`config.mk`:
```
export PLATFORM = sky130hd
export DESIGN_NAME = wide_add_sequencer
export DESIGN_NICKNAME = d
export VERILOG_FILES = /design/src/rtl/adder_pkg.sv /design/src/rtl/sixteen_bit_FA.sv /design/src/rtl/wide_add_sequencer.sv
export SDC_FILE = /design/constraint.sdc
export NUM_CORES = 1
export LEC_CHECK = 0
export ABC_AREA = 1
export ABC_CLOCK_PERIOD_IN_PS = 8300
export CAP_MARGIN = 20
export CORE_UTILIZATION = 47
export CTS_BUF_LIST = sky130_fd_sc_hd__clkbuf_16
export CTS_CLUSTER_DIAMETER = 60
export DETAILED_ROUTE_END_ITERATION = 16
export PLACE_DENSITY = 0.77
export SYNTH_ARGS = -nofsm -noshare
export SYNTH_HDL_FRONTEND = slang
export SYNTH_SLANG_ARGS = --single-unit
```
`constraint.sdc`:
```
create_clock -name clk -period 8.3 [get_ports clk]
set_clock_uncertainty 0.1 [all_clocks]
set_input_delay 1.245 -clock clk [delete_from_list [all_inputs] [get_ports clk]]
set_output_delay 1.245 -clock clk [all_outputs]
set_load 0.01 [all_outputs]
```
`src/rtl/adder_pkg.sv`:
```
// Shared definitions for the word-serial wide adder: shared adder width and sequencer states.
package adder_pkg;

    localparam int WORD_W = 16;

    typedef enum logic [1:0] {
        IDLE,
        ADD,
        DONE
    } add_state_t;

endpackage

```
`src/rtl/sixteen_bit_FA.sv`:
```
// 16-bit ripple-carry adder; the single word adder that the wide sequencer time-shares.
module sixteen_bit_FA (
    input  logic [15:0] A,
    input  logic [15:0] B,
    input  logic        Cin,
    output logic [15:0] S,
    output logic        Cout
);

    logic [16:0] c;

    assign c[0] = Cin;

    for (genvar i = 0; i < 16; i++) begin : g_bit
        assign S[i]   = A[i] ^ B[i] ^ c[i];
        assign c[i+1] = (A[i] & B[i]) | (c[i] & (A[i] ^ B[i]));
    end

    assign Cout = c[16];

endmodule

```
`src/rtl/wide_add_sequencer.sv`:
```
// Computes a + b + cin over NUM_WORDS 16-bit words, one word per clock, LSW first,
// reusing one sixteen_bit_FA and chaining its carry through a register.
module wide_add_sequencer
    import adder_pkg::*;
#(
    parameter int NUM_WORDS = 4
) (
    input  logic                        clk,
    input  logic                        rst_n,
    input  logic                        start,
    input  logic [WORD_W*NUM_WORDS-1:0] a,
    input  logic [WORD_W*NUM_WORDS-1:0] b,
    input  logic                        cin,
    output logic                        busy,
    output logic                        done,
    output logic [WORD_W*NUM_WORDS-1:0] sum,
    output logic                        cout
);

    localparam int IDX_W = (NUM_WORDS > 1) ? $clog2(NUM_WORDS) : 1;
    localparam logic [IDX_W-1:0] LAST = IDX_W'(NUM_WORDS - 1);

    add_state_t state_q, state_d;
    logic [IDX_W-1:0] idx_q;
    logic carry_q, cout_q;
    logic [NUM_WORDS-1:0][WORD_W-1:0] a_q, b_q, sum_q;

    logic accept, step;
    logic [WORD_W-1:0] fa_s;
    logic fa_cout;

    // Operand words are selected by idx from the latched copies, never from live inputs.
    sixteen_bit_FA u_fa (
        .A    (a_q[idx_q]),
        .B    (b_q[idx_q]),
        .Cin  (carry_q),
        .S    (fa_s),
        .Cout (fa_cout)
    );

    always_comb begin
        state_d = state_q;
        accept  = 1'b0;
        step    = 1'b0;
        case (state_q)
            IDLE: begin
                if (start) begin
                    state_d = ADD;
                    accept  = 1'b1;
                end
            end
            ADD: begin
                step = 1'b1;
                if (idx_q == LAST) state_d = DONE;
            end
            DONE:    state_d = IDLE;
            default: state_d = IDLE;
        endcase
    end

    always_ff @(posedge clk or negedge rst_n) begin
        if (!rst_n) begin
            state_q <= IDLE;
            idx_q   <= '0;
            carry_q <= 1'b0;
            cout_q  <= 1'b0;
            a_q     <= '0;
            b_q     <= '0;
            sum_q   <= '0;
        end else begin
            state_q <= state_d;
            if (accept) begin
                a_q     <= a;
                b_q     <= b;
                carry_q <= cin;
                idx_q   <= '0;
                sum_q   <= '0;
                cout_q  <= 1'b0;
            end
            if (step) begin
                sum_q[idx_q] <= fa_s;
                carry_q      <= fa_cout;
                // idx parks on the last word; the next accept rewinds it.
                if (idx_q == LAST) cout_q <= fa_cout;
                else               idx_q  <= idx_q + 1'b1;
            end
        end
    end

    assign busy = (state_q != IDLE);
    assign done = (state_q == DONE);
    assign sum  = sum_q;
    assign cout = cout_q;

endmodule

```
==> results.toml, run 1 <==
[die]
num_io_pins = 199
rows = 51
design.core.area_mm2 = 0.01959
die_h_um = 143.7
die-area_mm2 = 0.02064
initial_utilization = 0.4814
die_w_um = 143.7

[timing]
rsz0062_at_grt = "no"
worst_slew_pin_slew_ns = 0.9756
max_slew_margin = 0.3496
setup_ws_ns = 0.3960
timing.fmax_mhz = 126.5
post-route-period-util = 0.9523
setup_violations = 0
final_max_slew_viol_count = 0
min_period_ns = 7.904
fin_setup_tns_ns = 0
hold_violations = 0

[route]
wl_per_cell_um = 16.02
drc = 0
vias_per_cell = 5.170
drtIter0Drc = 481
drt-total-wl_um = 25560
ant_nets = 0
first_pass_iters = 5
route.vias.total = 8246

[worst_hold_path]
hp-class = "register to register"
hold-path-cell-count = 2

[critical_path]
r2r_slack_ns = 0.40
cp-startpoint = "idx_q[0]"
required_ns = 8.58
arrival_ns = 8.18
worst_r2r_path_depth = 25
reg2reg_from = "idx_q[0]"
worst-setup-path-type = "register to register"
path_common_cell = "fa_2"
max_stage_delay_ns = 0.46
end_kind = "register"
endpoint = "sum[31]"
cp_slowest_cell = "fa_1"
crit_fanout = 6
r2r-end = "sum[31]"
critPathLaunchType = "register"

[yosys]
yosys.area_share.simple = 0.3494
ys_ff_latch = 198
syn_area_mm2 = 0.009432
synth_nets = 1317
synth_cell_types = 20
postSynthAreaPerCell_um2 = 8.096
synth_top_family_by_area = "simple AND/OR/NAND/NOR gates"
yosysWarnings = 0
synthMuxAreaShare = 0
synth_adder_area_share = 0.03927
synth-xor-area-share = 0
synth-compound-area-share = 0.02282
synth_seq_area_share = 0.5253
synth_cells = 1165

[flow_run]
drv_cap = 0

[cells_and_area]
final_cell_count_no_fill = 1595
area_growth_pct = 28.03
layout-drive-gt1-share = 0.05038
fillCellCount = 1714
nets = 1470
fin_area_mm2 = 0.01208
antenna_cells = 0

[power_and_ir_drop]
p_seq_frac = 0.316
netSwitchingFraction = 0.4455
switching_power_mw = 2.336
p_leak_nw = 6.195
powerDensity_mw_per_mm2 = 434.2
pwr-share-comb = 0.525
p_total_mw = 5.244
p_clk_frac = 0.159
ir_worst_vdd_mv = 0.2395
p_int_mw = 2.908

[global_route]
grt_pass1_vias = 7759
grt_pass1_wl_um = 40480
grt_max_degree = 197
grt_antenna_before_repair = 0
grt.overflow.total = 0
grtUsageTotal = 0.2604

[placement]
gp_congestion = 0.9116
placed_cells = 1561
place_ws_ns = -0.1160
port_buffers = 198
post_dp_cell_area_mm2 = 0.01143
dp_hpwl_um = 18170

[clocking]
cts_tree = "done"
numCtsBuffers = 17
cts.clk_slew.worst_paths_ns = 0.07
clk_latency_ns = 0.44
cts_root_buf = "clkbuf_16"
clockBufferDepth = 2
hold_buffers = 0
htree_levels = 4
cts_sinks = 198

[outcome]
status = "finished, final reports clean"
==> routing by layer <==
metal  GRT usage  share of wire  up-vias
met4      0.1002          0.024        0
li1            -              -     3992
met2      0.4175           0.48      312
met1      0.3513           0.44     3897
met3     0.04832          0.063       45
met5           0              0        -
==> Yosys cell counts (all sizes together) <==
master  count  area share
nand2     581        0.23
nand3     211        0.11
dfrtp     198        0.53
buf        62       0.038
inv        44       0.018
o211ai     28       0.022
clkbuf     18      0.0072
fa         16       0.034
ha          4      0.0053
nor2        2      0.0025
o21ai       1     0.00053
==> power by group through the flow <==
stage	clock network (mW)	registers, mW	logic [mW]
3_5_place_dp	0	1.67	2.67
4_1_cts	0.837	1.66	2.72
5_1_grt	0.876	1.71	3.08
2_1_floorplan	0	1.62	1.74
6_report	0.832	1.66	2.75
3_3_place_gp	0	1.66	2.60
==> worst min path at each step <==
stage            start      end  slack, ns
3_5_place_dp   a_q[33]  a_q[33]       0.36
5_1_grt        a_q[25]  a_q[25]       0.39
3_3_place_gp   b_q[51]  b_q[51]       0.35
4_1_cts        a_q[30]  a_q[30]       0.37
2_1_floorplan  a_q[16]  a_q[16]       0.34
6_report       a_q[17]  a_q[17]       0.37
==> layout by cell type, fill, tap and decap left out, drive strengths merged <==
cell type      count
fa                16
bufinv             3
nand2            581
clkinv             6
o21ai              1
ha                 4
dfrtp            198
o211ai            28
clkbuf            18
clkinvlp           2
clkdlybuf4s50    196
nor2               2
nand3            211
buf               17
inv               47
==> registers in the layout (all words and copies together), names as in the netlist <==
signal	count
idx_q	2
a_q	64
state_q	2
cout	1
sum	64
b_q	64
carry_q	1
==> area by class of cell <==
class,instances,area (µm²),share of cell area
timing repair buffer,214,2120,0.1755
clock buffer,17,425.4,0.03523
multi-input combinational,843,3915,0.3242
sequential,198,4956,0.4104
clock inverter,14,160.2,0.01326
tap,265,331.6,0.02746
inverter,44,167.7,0.01388
==> metrics by stage <==
stage | util | hold slack (ns)
after global routing | 0.6164 | 0.3905
after floorplan | - | 0.3419
after CTS | 0.6144 | 0.3750
final | 0.6164 | 0.3720
after global placement | 0.5834 | 0.3534
after detailed placement | 0.5834 | 0.3582
==> critical path: cells and delay by family, from the launching register on <==
kind	cells	cell delay, ns
fa+ha+maj	16	6.40
buf+inv	5	0.49
flops	1	0.45
simple gates	3	0.24
compound gates	1	0.18
==> cell families after synthesis <==
kind of cell               count (synthesis)
buffers and inverters                    124
AOI/OAI and AO/OA                         29
and+or+nand+nor                          794
adders and majority gates                 20
DFF                                      198
==> what timing repair did <==
action | CTS | global route
setup endpoints to repair | 4 | 5
endpoints found under the hold margin | 0 | 0
pin swaps | 0 | 1
resized for setup | 4 | 6
buffers inserted | 2 | 0
Note: power is estimated with default switching activity, not from simulation.
==> run 2: changes to the inputs <==
Settings changed: CTS_CLUSTER_SIZE set to 10.
==> results of run 2 <==
No change in the layout: final DEF, timing and power equal those of run 1.
==> run 3: changes to the inputs <==
Settings changed: PLACE_DENSITY 0.77 to 0.75.
==> run 3 against run 2 <==
Against the previous run:
- register-to-register slack worse by 0.09 ns
- critical path depth stayed put
- sequential power hardly changed
- count of clock-buffer cells in the layout stayed put
- design area hardly changed
- die area stayed put
- sequential share of layout area hardly changed
- non-clock buffer count stayed put
- total power is 0.39% lower
- first-iteration DRC count is 36% higher
- largest cell class unchanged
- highest routed layer unchanged
==> results.toml, run 3 (same netlist as run 1, synthesis figures left out) <==
[global_route]
grtUsageTotal = 0.2602
grt_pass1_wl_um = 40250
grt_pass1_vias = 7786
grt_antenna_before_repair = 0
grt_max_degree = 112
grt.overflow.total = 0

[timing]
final_max_slew_viol_count = 0
max_slew_margin = 0.3617
hold_violations = 0
rsz0062_at_grt = "no"
post-route-period-util = 0.9629
worst_slew_pin_slew_ns = 0.9574
setup_violations = 0
timing.fmax_mhz = 125.1
min_period_ns = 7.992

[clocking]
cts_root_buf = "clkbuf_16"
clockBufferDepth = 2
cts_tree = "done"
hold_buffers = 0
htree_levels = 4
cts.clk_slew.worst_paths_ns = 0.07
numCtsBuffers = 17
clk_latency_ns = 0.44
cts_sinks = 198

[route]
drc = 0
first_pass_iters = 5
routed.top_layer = "met4"
met1Wirelength_um = 11080
ant_nets = 0
wl_per_cell_um = 15.87
drt-total-wl_um = 25300
wl_met2_um = 12060
drtIter0Drc = 656
route.vias.total = 8161
vias_per_cell = 5.120
route.met3.wl_um = 1422

[critical_path]
required_ns = 8.58
reg2reg_from = "idx_q[0]"
cp_slowest_cell = "fa_1"
arrival_ns = 8.27
worst_r2r_path_depth = 25
worst-setup-path-type = "register to register"
max_stage_delay_ns = 0.48
crit_fanout = 6
path_common_cell = "fa_2"
critPathLaunchType = "register"
cp-startpoint = "idx_q[0]"
r2r-end = "sum[63]"
end_kind = "register"
r2r_slack_ns = 0.31
endpoint = "sum[63]"

[worst_hold_path]
hold-path-cell-count = 2
hp-class = "register to register"

[cells_and_area]
fillCellCount = 1732
layout-drive-gt1-share = 0.05041
antenna_cells = 0
layout_common_cells = "580 x nand2_1, 207 x nand3_1, 197 x dfrtp_1"
post-route-util = 0.6167
area_growth_pct = 28.08
mostFrequentLayoutCell = "nand2_1"
nets = 1470

[power_and_ir_drop]
p_seq_frac = 0.316
powerDensity_mw_per_mm2 = 432.4
p_total_mw = 5.223
ir_worst_vdd_mv = 0.2948
switching_power_mw = 2.304
p_int_mw = 2.919
pwr-share-comb = 0.521
p_leak_nw = 6.210
p_clk_frac = 0.163
netSwitchingFraction = 0.4412

[placement]
dp_hpwl_um = 17980
port_buffers = 198
gp_congestion = 0.8604

[die]
die_w_um = 143.7
die-area_mm2 = 0.02064
num_io_pins = 199
design.core.area_mm2 = 0.01959
die_h_um = 143.7
rows = 51
initial_utilization = 0.4814

[flow_run]
drv_cap = 0

[outcome]
status = "finished, final reports clean"
## run 3: changes by cell type in the layout (fill, tap and decap cells not counted)
| cell | previous run | this run |
|---|---|---|
| fa_2 | 10 | 9 |
| clkinv_4 | 2 | 0 |
| inv_1 | 39 | 40 |
| clkinv_2 | 1 | 4 |
| buf_1 | 1 | 0 |
| inv_6 | 2 | 0 |
| bufinv_16 | 3 | 4 |
| clkinv_1 | 3 | 1 |
| clkbuf_2 | 0 | 1 |
| fa_1 | 6 | 7 |
## run 3: final cells by class
cell class / instances / area (µm²) / area share
Clock inverter: 13 / 166.4 / 0.01378
Inverter: 44 / 167.7 / 0.01388
Clock buffer: 17 / 425.4 / 0.03522
Multi-Input combinational cell: 843 / 3913 / 0.3239
Timing Repair Buffer: 214 / 2121 / 0.1756
Sequential cell: 198 / 4956 / 0.4103
Tap cell: 265 / 331.6 / 0.02745
## run 3: how the worst min path moves through the flow
stage / end / startpoint / slack [ns]
detailed placement: a_q[27] / a_q[27] / 0.36
global route: b_q[53] / b_q[53] / 0.38
floorplan: a_q[16] / a_q[16] / 0.34
CTS: b_q[19] / b_q[19] / 0.38
global placement: b_q[51] / b_q[51] / 0.35
finish: b_q[19] / b_q[19] / 0.37
## run 3: power groups by stage
stage	Sequential [mW]	Combinational, mW	Clock [mW]
2_1_floorplan	1.62	1.74	0
5_1_grt	1.70	3.06	0.894
6_report	1.65	2.72	0.850
3_3_place_gp	1.66	2.59	0
4_1_cts	1.65	2.70	0.853
3_5_place_dp	1.66	2.67	0
## run 3: worst max-delay path: cells and delay by family, from the launching register on
family	cells	cell delay, ns
adder cells (fa/ha/maj)	16	6.50
flip-flops	1	0.44
buffers and inverters	5	0.48
AND/OR/NAND/NOR	3	0.23
AO/OA/AOI/OAI	1	0.19
## run 3: per-stage QoR
step,instances,hold WS [ns],TNS (ns),instance area [µm²],setup WS [ns]
3_3_place_gp,1562,0.3542,0,11440,0.001850
2_1_floorplan,1165,0.3419,0,9435,0.02797
4_1_cts,1593,0.3751,0,12040,0.001607
5_1_grt,1594,0.3848,0,12080,0.01157
3_5_place_dp,1562,0.3584,-0.2480,11440,-0.07226
6_report,1594,0.3705,0,12080,0.3079
## run 3: repair_timing
item / 4_1_cts / 5_1_grt
pin swaps: 0 / 2
endpoints found under the setup margin: 4 / 6
resized for setup: 3 / 7
setup buffers: 1 / 0
## run 3: routing by layer
layer  global-route usage  vias up
met5                    0        -
li1                     -     3990
met3              0.04199       52
met2               0.4136      283
met1               0.3546     3836
met4               0.1092        0
